**config.mk**
```make
export PLATFORM = sky130hd
export DESIGN_NAME = mc_stall_controller
export DESIGN_NICKNAME = d
export VERILOG_FILES = /design/src/rtl/mc_stall_controller.sv
export SDC_FILE = /design/constraint.sdc
export NUM_CORES = 1
export LEC_CHECK = 0
export BUFFER_PORTS_ARGS = -buffer_cell sky130_fd_sc_hd__buf_2
export CORE_AREA = 2 2 45 47
export DETAILED_ROUTE_END_ITERATION = 10
export DIE_AREA = 0 0 47 49
export PLACE_DENSITY = 0.74
export SYNTH_ARGS = -nofsm -noshare
export SYNTH_HDL_FRONTEND = slang
export SYNTH_SLANG_ARGS = --single-unit
```
**constraint.sdc**
```tcl
create_clock -name clk -period 2.5 [get_ports clk]
set_clock_uncertainty 0.15 [all_clocks]
set_input_delay 0.5 -clock clk [delete_from_list [all_inputs] [get_ports clk]]
set_output_delay 0.5 -clock clk [all_outputs]
set_load 0.02 [all_outputs]
```
**src/rtl/mc_stall_controller.sv**
```systemverilog
// Multicycle MIPS control unit with a memory ready/request handshake,
// an optional extended instruction set and per-instruction status pulses.
//
// state    | meaning
// ---------+-----------------------------------------------------------
// FETCH    | read instruction at PC, PC <= PC+4 when memory is ready
// DECODE   | precompute branch target into ALUOut, dispatch on opcode
// MEMADR   | ALUOut <= A + SignImm (load/store address)
// MEMRD    | read data word at ALUOut, wait for memory
// MEMWB    | rt <= data register (lw retires)
// MEMWR    | write B to ALUOut address, wait for memory (sw retires)
// RTYPEEX  | ALUOut <= A op B
// RTYPEWB  | rd <= ALUOut (R-type retires)
// BRANCH   | compare A and B, PC <= ALUOut when taken (beq/bne retire)
// IMMEX    | ALUOut <= A op Imm (sign- or zero-extended)
// IMMWB    | rt <= ALUOut (addi/andi/ori retire)
// JUMP     | PC <= {PC[31:28], IR[25:0], 00} (j retires)

module mc_stall_controller #(
  parameter bit MEM_HANDSHAKE = 1'b1,
  parameter bit EXT_OPS       = 1'b1
) (
  input  logic       clk,
  input  logic       reset,
  input  logic [5:0] Opcode,
  input  logic [5:0] Funct,
  input  logic       Zero,
  input  logic       MemReady,
  output logic       MemReq,
  output logic       IorD,
  output logic       MemWrite,
  output logic       IRWrite,
  output logic       PCEn,
  output logic [1:0] PCSrc,
  output logic       ALUSrcA,
  output logic [1:0] ALUSrcB,
  output logic       ImmZext,
  output logic       RegWrite,
  output logic       RegDst,
  output logic       MemToReg,
  output logic [3:0] ALUControl,
  output logic       InstrDone,
  output logic       Illegal
);

  localparam logic [5:0] OP_RTYPE = 6'b000000;
  localparam logic [5:0] OP_LW    = 6'b100011;
  localparam logic [5:0] OP_SW    = 6'b101011;
  localparam logic [5:0] OP_BEQ   = 6'b000100;
  localparam logic [5:0] OP_BNE   = 6'b000101;
  localparam logic [5:0] OP_ADDI  = 6'b001000;
  localparam logic [5:0] OP_ANDI  = 6'b001100;
  localparam logic [5:0] OP_ORI   = 6'b001101;
  localparam logic [5:0] OP_J     = 6'b000010;

  localparam logic [3:0] ALU_AND = 4'b0000;
  localparam logic [3:0] ALU_OR  = 4'b0001;
  localparam logic [3:0] ALU_ADD = 4'b0010;
  localparam logic [3:0] ALU_SUB = 4'b0110;
  localparam logic [3:0] ALU_SLT = 4'b0111;

  typedef enum logic [3:0] {
    S_FETCH, S_DECODE, S_MEMADR, S_MEMRD, S_MEMWB, S_MEMWR,
    S_RTYPEEX, S_RTYPEWB, S_BRANCH, S_IMMEX, S_IMMWB, S_JUMP
  } state_t;

  state_t state, state_nxt;

  logic       rdy;
  logic       is_lw, is_sw, is_rtype, is_beq, is_bne;
  logic       is_addi, is_andi, is_ori, is_j;
  logic       funct_ok, legal;
  logic [3:0] rtype_alu, imm_alu;

  // With the handshake disabled every access completes in one cycle.
  assign rdy = MemReady | ~MEM_HANDSHAKE;

  // Instruction decode; IR is stable from DECODE until the next FETCH.
  always_comb begin
    is_lw    = (Opcode == OP_LW);
    is_sw    = (Opcode == OP_SW);
    is_rtype = (Opcode == OP_RTYPE);
    is_beq   = (Opcode == OP_BEQ);
    is_bne   = EXT_OPS && (Opcode == OP_BNE);
    is_addi  = EXT_OPS && (Opcode == OP_ADDI);
    is_andi  = EXT_OPS && (Opcode == OP_ANDI);
    is_ori   = EXT_OPS && (Opcode == OP_ORI);
    is_j     = EXT_OPS && (Opcode == OP_J);

    funct_ok  = 1'b1;
    rtype_alu = ALU_ADD;
    case (Funct)
      6'b100000: rtype_alu = ALU_ADD;
      6'b100010: rtype_alu = ALU_SUB;
      6'b100100: rtype_alu = ALU_AND;
      6'b100101: rtype_alu = ALU_OR;
      6'b101010: rtype_alu = ALU_SLT;
      default:   funct_ok  = 1'b0;
    endcase

    imm_alu = ALU_ADD;
    if (is_andi)     imm_alu = ALU_AND;
    else if (is_ori) imm_alu = ALU_OR;

    legal = is_lw | is_sw | (is_rtype & funct_ok) | is_beq | is_bne |
            is_addi | is_andi | is_ori | is_j;
  end

  // State register.
  always_ff @(posedge clk) begin
    if (reset) state <= S_FETCH;
    else       state <= state_nxt;
  end

  // Next-state and output decode; strobes are forced low while in reset.
  always_comb begin
    state_nxt  = state;
    MemReq     = 1'b0;
    IorD       = 1'b0;
    MemWrite   = 1'b0;
    IRWrite    = 1'b0;
    PCEn       = 1'b0;
    PCSrc      = 2'b00;
    ALUSrcA    = 1'b0;
    ALUSrcB    = 2'b00;
    ImmZext    = 1'b0;
    RegWrite   = 1'b0;
    RegDst     = 1'b0;
    MemToReg   = 1'b0;
    ALUControl = ALU_ADD;
    InstrDone  = 1'b0;
    Illegal    = 1'b0;

    case (state)
      S_FETCH: begin
        MemReq  = 1'b1;
        ALUSrcB = 2'b01;
        IRWrite = rdy;
        PCEn    = rdy;
        if (rdy) state_nxt = S_DECODE;
      end
      S_DECODE: begin
        ALUSrcB = 2'b11;
        if (!legal) begin
          Illegal   = 1'b1;
          state_nxt = S_FETCH;
        end else if (is_lw || is_sw) begin
          state_nxt = S_MEMADR;
        end else if (is_rtype) begin
          state_nxt = S_RTYPEEX;
        end else if (is_beq || is_bne) begin
          state_nxt = S_BRANCH;
        end else if (is_j) begin
          state_nxt = S_JUMP;
        end else begin
          state_nxt = S_IMMEX;
        end
      end
      S_MEMADR: begin
        ALUSrcA   = 1'b1;
        ALUSrcB   = 2'b10;
        state_nxt = is_lw ? S_MEMRD : S_MEMWR;
      end
      S_MEMRD: begin
        MemReq = 1'b1;
        IorD   = 1'b1;
        if (rdy) state_nxt = S_MEMWB;
      end
      S_MEMWB: begin
        RegWrite  = 1'b1;
        MemToReg  = 1'b1;
        InstrDone = 1'b1;
        state_nxt = S_FETCH;
      end
      S_MEMWR: begin
        MemReq   = 1'b1;
        IorD     = 1'b1;
        MemWrite = 1'b1;
        if (rdy) begin
          InstrDone = 1'b1;
          state_nxt = S_FETCH;
        end
      end
      S_RTYPEEX: begin
        ALUSrcA    = 1'b1;
        ALUControl = rtype_alu;
        state_nxt  = S_RTYPEWB;
      end
      S_RTYPEWB: begin
        RegWrite  = 1'b1;
        RegDst    = 1'b1;
        InstrDone = 1'b1;
        state_nxt = S_FETCH;
      end
      S_BRANCH: begin
        ALUSrcA    = 1'b1;
        ALUControl = ALU_SUB;
        PCSrc      = 2'b01;
        PCEn       = is_bne ? ~Zero : Zero;
        InstrDone  = 1'b1;
        state_nxt  = S_FETCH;
      end
      S_IMMEX: begin
        ALUSrcA    = 1'b1;
        ALUSrcB    = 2'b10;
        ImmZext    = is_andi | is_ori;
        ALUControl = imm_alu;
        state_nxt  = S_IMMWB;
      end
      S_IMMWB: begin
        RegWrite  = 1'b1;
        InstrDone = 1'b1;
        state_nxt = S_FETCH;
      end
      S_JUMP: begin
        PCSrc     = 2'b10;
        PCEn      = 1'b1;
        InstrDone = 1'b1;
        state_nxt = S_FETCH;
      end
      default: state_nxt = S_FETCH;
    endcase

    if (reset) begin
      PCEn      = 1'b0;
      IRWrite   = 1'b0;
      RegWrite  = 1'b0;
      MemWrite  = 1'b0;
      MemReq    = 1'b0;
      InstrDone = 1'b0;
      Illegal   = 1'b0;
    end
  end

endmodule

```
---- Word-level counts from Yosys, hierarchy flattened ----
Index checks and enable logic that the tools add are counted.
operators by class
  add/sub/neg operators ................... 0
  shift-type cells ........................ 0
  $mul .................................... 0
  multiplexer cells ....................... 39
  bitwise logic cells ..................... 11
  div/mod/pow operators ................... 0
  $lt $le $gt $ge ......................... 0
  reductions and logical operators ........ 12
  equal/unequal tests ..................... 27
operator list
  kind                  number
  $eq A6 B6 Y1 const B  7
  $pmux W4 S7           1
  $mux W4               6
  $mux W1               21
  $eq A6 B4 Y1 const B  3
  $eq A4 B3 Y1 const B  4
  $eq A4 B4 Y1 const B  4
  $eq A6 B3 Y1 const B  2
  $pmux W3 S4           1
  $pmux W4 S3           1
  $reduce_or A5 Y1      2
  $or A1 B1 Y1          9
  $eq A4 B2 Y1 const B  2
  $mux W2               4
  $eq A6 B2 Y1 const B  1
  $logic_not A6 Y1      1
  $ne A2 B2 Y1 const B  3
  $pmux W2 S3           1
  $reduce_or A3 Y1      2
  $eq A4 B1 Y1 const B  1
  $logic_not A4 Y1      1
  $pmux W2 S2           1
  $reduce_or A2 Y1      2
  $reduce_or A4 Y1      1
  other kinds (7)       8
word-level totals
  word-level logic and storage cells ...... 90
  memory bits (writable) .................. 0
  bits in read-only memories .............. 0
  latch bits .............................. 0
  memories kept ........................... 0
  register bits after elaboration ......... 4

---- Depth between registers and ports, before layout ----
  depth in word-level cells ............... 14
  depth in mapped cells ................... 6

---- Least setup slack after synthesis ----
Ideal clock, no wire load.
  path kind ............................... in2out
  from .................................... input port Opcode[5]
  to ...................................... output port ALUControl[0]
  arrival ................................. 2.098 ns
  buffers on the path ..................... 0
  slack ................................... -0.248 ns
  required time ........................... 1.850 ns
  cell stages on the path ................. 4
  path through ............................ or3b_4 > nor4_1 > nand2_1 > o21ai_0
between the ends
  longest elaborated chain between the ends .. 4
RTL lines
  what           line  source
  from (decl)    25    input logic [5:0] Opcode,
  $eq A6 B4 Y1   87    is_ori = EXT_OPS && (Opcode == OP_ORI);
  $mux W2        103   else if (is_ori) imm_alu = ALU_OR;
  $mux W2 *      102   if (is_andi) imm_alu = ALU_AND;
  $pmux W4 S3 *  134   case (state)
  to (decl)      41    output logic [3:0] ALUControl,
Every way passes the cells marked *; elsewhere a longest branch is shown, timed or not.

---- Final worst setup path ----
  from .................................... input port Opcode[5]
  to ...................................... output port PCEn
between the ends
  longest elaborated chain between the ends .. 4
RTL lines
  what          line  source
  $eq A6 B3 Y1  84    is_bne = EXT_OPS && (Opcode == OP_BNE);
  $mux W1       199   PCEn = is_bne ? ~Zero : Zero;
  $pmux W1 S3   134
  $mux W1       224   if (reset) begin
  to (decl)     33    output logic PCEn,
No other way between the ends.

==> results_dict.tcl <==
set metrics [dict create \
    arrival_ns 1.84 \
    r2r_cells 5 \
    cts_htree_levels 1 \
    power_density_nw_per_um2 246 \
    grt_pass1_wl_um 4220 \
    cts_buffers 3 \
    drt-total-wl_um 2350 \
    synth_seq_area_share_pct 10.5 \
    cts_root_buf "clkbuf_4" \
    design.die.area_um2 2300 \
    startpoint "Opcode[5]" \
    switching_share_pct 34.9 \
    numPortBuffers 34 \
    p_switching_w 0.0000945 \
    clock.fmax_ghz 0.402 \
    drv_slew 0 \
    diodes 0 \
    die_h_um 49 \
    core_um2 1840 \
    ys_seq_elements 4 \
    yosysTopAreaCell "dfxtp_1" \
    setup_viol 0 \
    grt_pass1_vias 1013 \
    crit_fanout 2 \
    drive_gt1_share_pct 41.4 \
    ys_async_sr_fraction_pct 0 \
    cp_data_required_time_ns 1.85 \
    drv_cap 0 \
    cts_buffer_depth 2 \
    largest_reg_flops 4 \
    worstSetupEndpointType "output port" \
    synth_cell_types 40 \
    tns_ns 0 \
    synthCells 119 \
    grt_max_degree 15 \
    p_int_w 0.000176 \
    wl_per_cell_um 12.4 \
    clkPwrFrac_pct 29.1 \
    drc_errors 0 \
    cts_tree "built" \
    cts.sinks 4 \
    cts_setup_buffers 0 \
    reg2reg_to "state[0]" \
    via_per_inst 5.44 \
    fillCellCount 185 \
    critPathKind "in -> out" \
    synth-edff-count 0 \
    gr-total-overflow 0 \
    r2r_slack_ns 0.74 \
    synth_nets 135 \
    p_comb_share_pct 44.9 \
    gp_congestion 0.789 \
    pin_count 36 \
    synth.avg_cell_area_um2 6.41 \
    period_needed_ns 2.49 \
    start_util_pct 41.4 \
    dr.first_iter.drc_count 17 \
    ant_nets 0 \
    rsz0062_at_grt "true" \
    synth_top_area_share_pct 10.5 \
    status "completed" \
    synth_flop_cell "dfxtp_1" \
    drt_first_pass_iters 6 \
    clock_latency_ns 0.23 \
    ys.warnings.count 0 \
    synth.area.top_cells "dfxtp_1 10%, nor3_1 10%, a21oi_1 6.6%, nor2b_1 5.7%, nor2_1 5.4%" \
    hold_path_class "in -> reg" \
    nets 180 \
    hold_viol 0 \
    area_delta_synth_final_pct 43.8 \
    p_seq_share_pct 26.1 \
    reg_top3 "state (4)" \
    stdcell_area_um2 1100 \
    antenna_found_initial 0 \
    fp.dieW_um 47 \
    vias 1028 \
    fin_crit_sh_pct 99.6 \
    place_area_um2 1040 \
    dpl.hpwl_um 1880 \
    p_total_w 0.000270 \
    cp-start-kind "primary input" \
    p_leak_nw 0.492 \
    rows 16 \
    grt_use_total_pct 23.7 \
    crit_end "PCEn" \
    top_register "state" \
    syn-cell-area_um2 763 \
    clk_pin_slew_ns 0.03 \
    vdd_drop_max_mv 0.110 \
    r2r_start "state[0]" \
]
## power by group through the flow
stage | Sequential (W) | Clock [W] | Combinational (W)
6_report | 0.0000705 | 0.0000786 | 0.000121
4_1_cts | 0.0000703 | 0.0000804 | 0.000118
3_3_place_gp | 0.0000714 | 0 | 0.000113
2_1_floorplan | 0.0000683 | 0 | 0.0000676
5_1_grt | 0.0000707 | 0.0000880 | 0.000133
3_5_place_dp | 0.0000713 | 0 | 0.000116
## layout make-up
class | instances | area (µm²) | share of cell area (%)
clock buffer | 3 | 22.5 | 2.05
inverter | 2 | 7.51 | 0.684
multi-input combinational | 103 | 644 | 58.7
sequential | 4 | 83.8 | 7.64
tap | 27 | 33.8 | 3.08
timing repair buffer | 50 | 305 | 27.8
## worst max-delay path: stages
cell	delay [ns]
buf_6	0.09
or3b_4	0.40
nor4b_4	0.23
xor2_1	0.17
nand2_1	0.08
a211oi_2	0.20
buf_4	0.17
## cells by family after synthesis
kind of cell,synth area share (%)
muxes,2.79
other,0.491
buffers and inverters,7.38
AOI/OAI and AO/OA,22.0
DFF,10.5
xor gates and xnor gates,2.30
and+or+nand+nor,54.6
## synthesized netlist by cell type (all sizes together) (2+ instances only)
| cell | count |
|---|---|
| a21oi | 10 |
| a31oi | 2 |
| and2b | 2 |
| buf | 2 |
| clkbuf | 8 |
| dfxtp | 4 |
| inv | 2 |
| nand2 | 9 |
| nand2b | 6 |
| nand3 | 4 |
| nor2 | 11 |
| nor2b | 7 |
| nor3 | 17 |
| nor3b | 2 |
| nor4 | 5 |
| nor4b | 2 |
| o21ai | 7 |
| o21bai | 2 |
## worst min path at each step
stage                         from        to  slack (ns)  cells past startpoint
after floorplan           state[2]  state[1]        0.49                      3
after global placement    state[2]  state[1]        0.61                      2
after detailed placement  state[0]  state[3]        0.63                      3
after CTS                    reset  state[1]        0.48                      3
after global routing         reset  state[1]        0.48                      3
final                        reset  state[1]        0.48                      3
## per-layer routing
metal | global-route usage (%) | up-vias | part of all wire [%]
li1 | - | 518 | -
met1 | 29.8 | 486 | 44
met2 | 40.6 | 20 | 53
met3 | 2.22 | 4 | 2.0
met4 | 7.41 | 0 | 1.1
met5 | 0 | - | 0
## through the flow
step | std cells | util [%] | hold WS, ns | setup slack, ns
4_1_cts | 189 | 58.4 | 0.479 | 0.00685
3_5_place_dp | 186 | 56.7 | 0.626 | -0.0578
3_3_place_gp | 186 | 56.7 | 0.608 | -0.0408
2_1_floorplan | 119 | - | 0.491 | 0.0414
6_report | 189 | 59.6 | 0.483 | 0.0106
5_1_grt | 189 | 59.6 | 0.483 | -0.107
## layout by cell type, fill, tap and decap left out, types with 3 or more instances in the layout
cell / count
buf_2: 31
buf_4: 17
nor3_1: 16
nor2_1: 11
a21oi_1: 10
nand2_1: 9
nand2b_1: 6
nor2b_1: 6
o21ai_0: 4
nand3_1: 4
nor4_1: 4
o21ai_1: 3
clkbuf_4: 3
dfxtp_2: 3
## what timing repair did
item	in CTS	in global routing
pin swaps	2	0
resized for setup	2	8
setup endpoints to repair	1	9
hold buffers	0	0
Power figures use the tool's default switching activity.
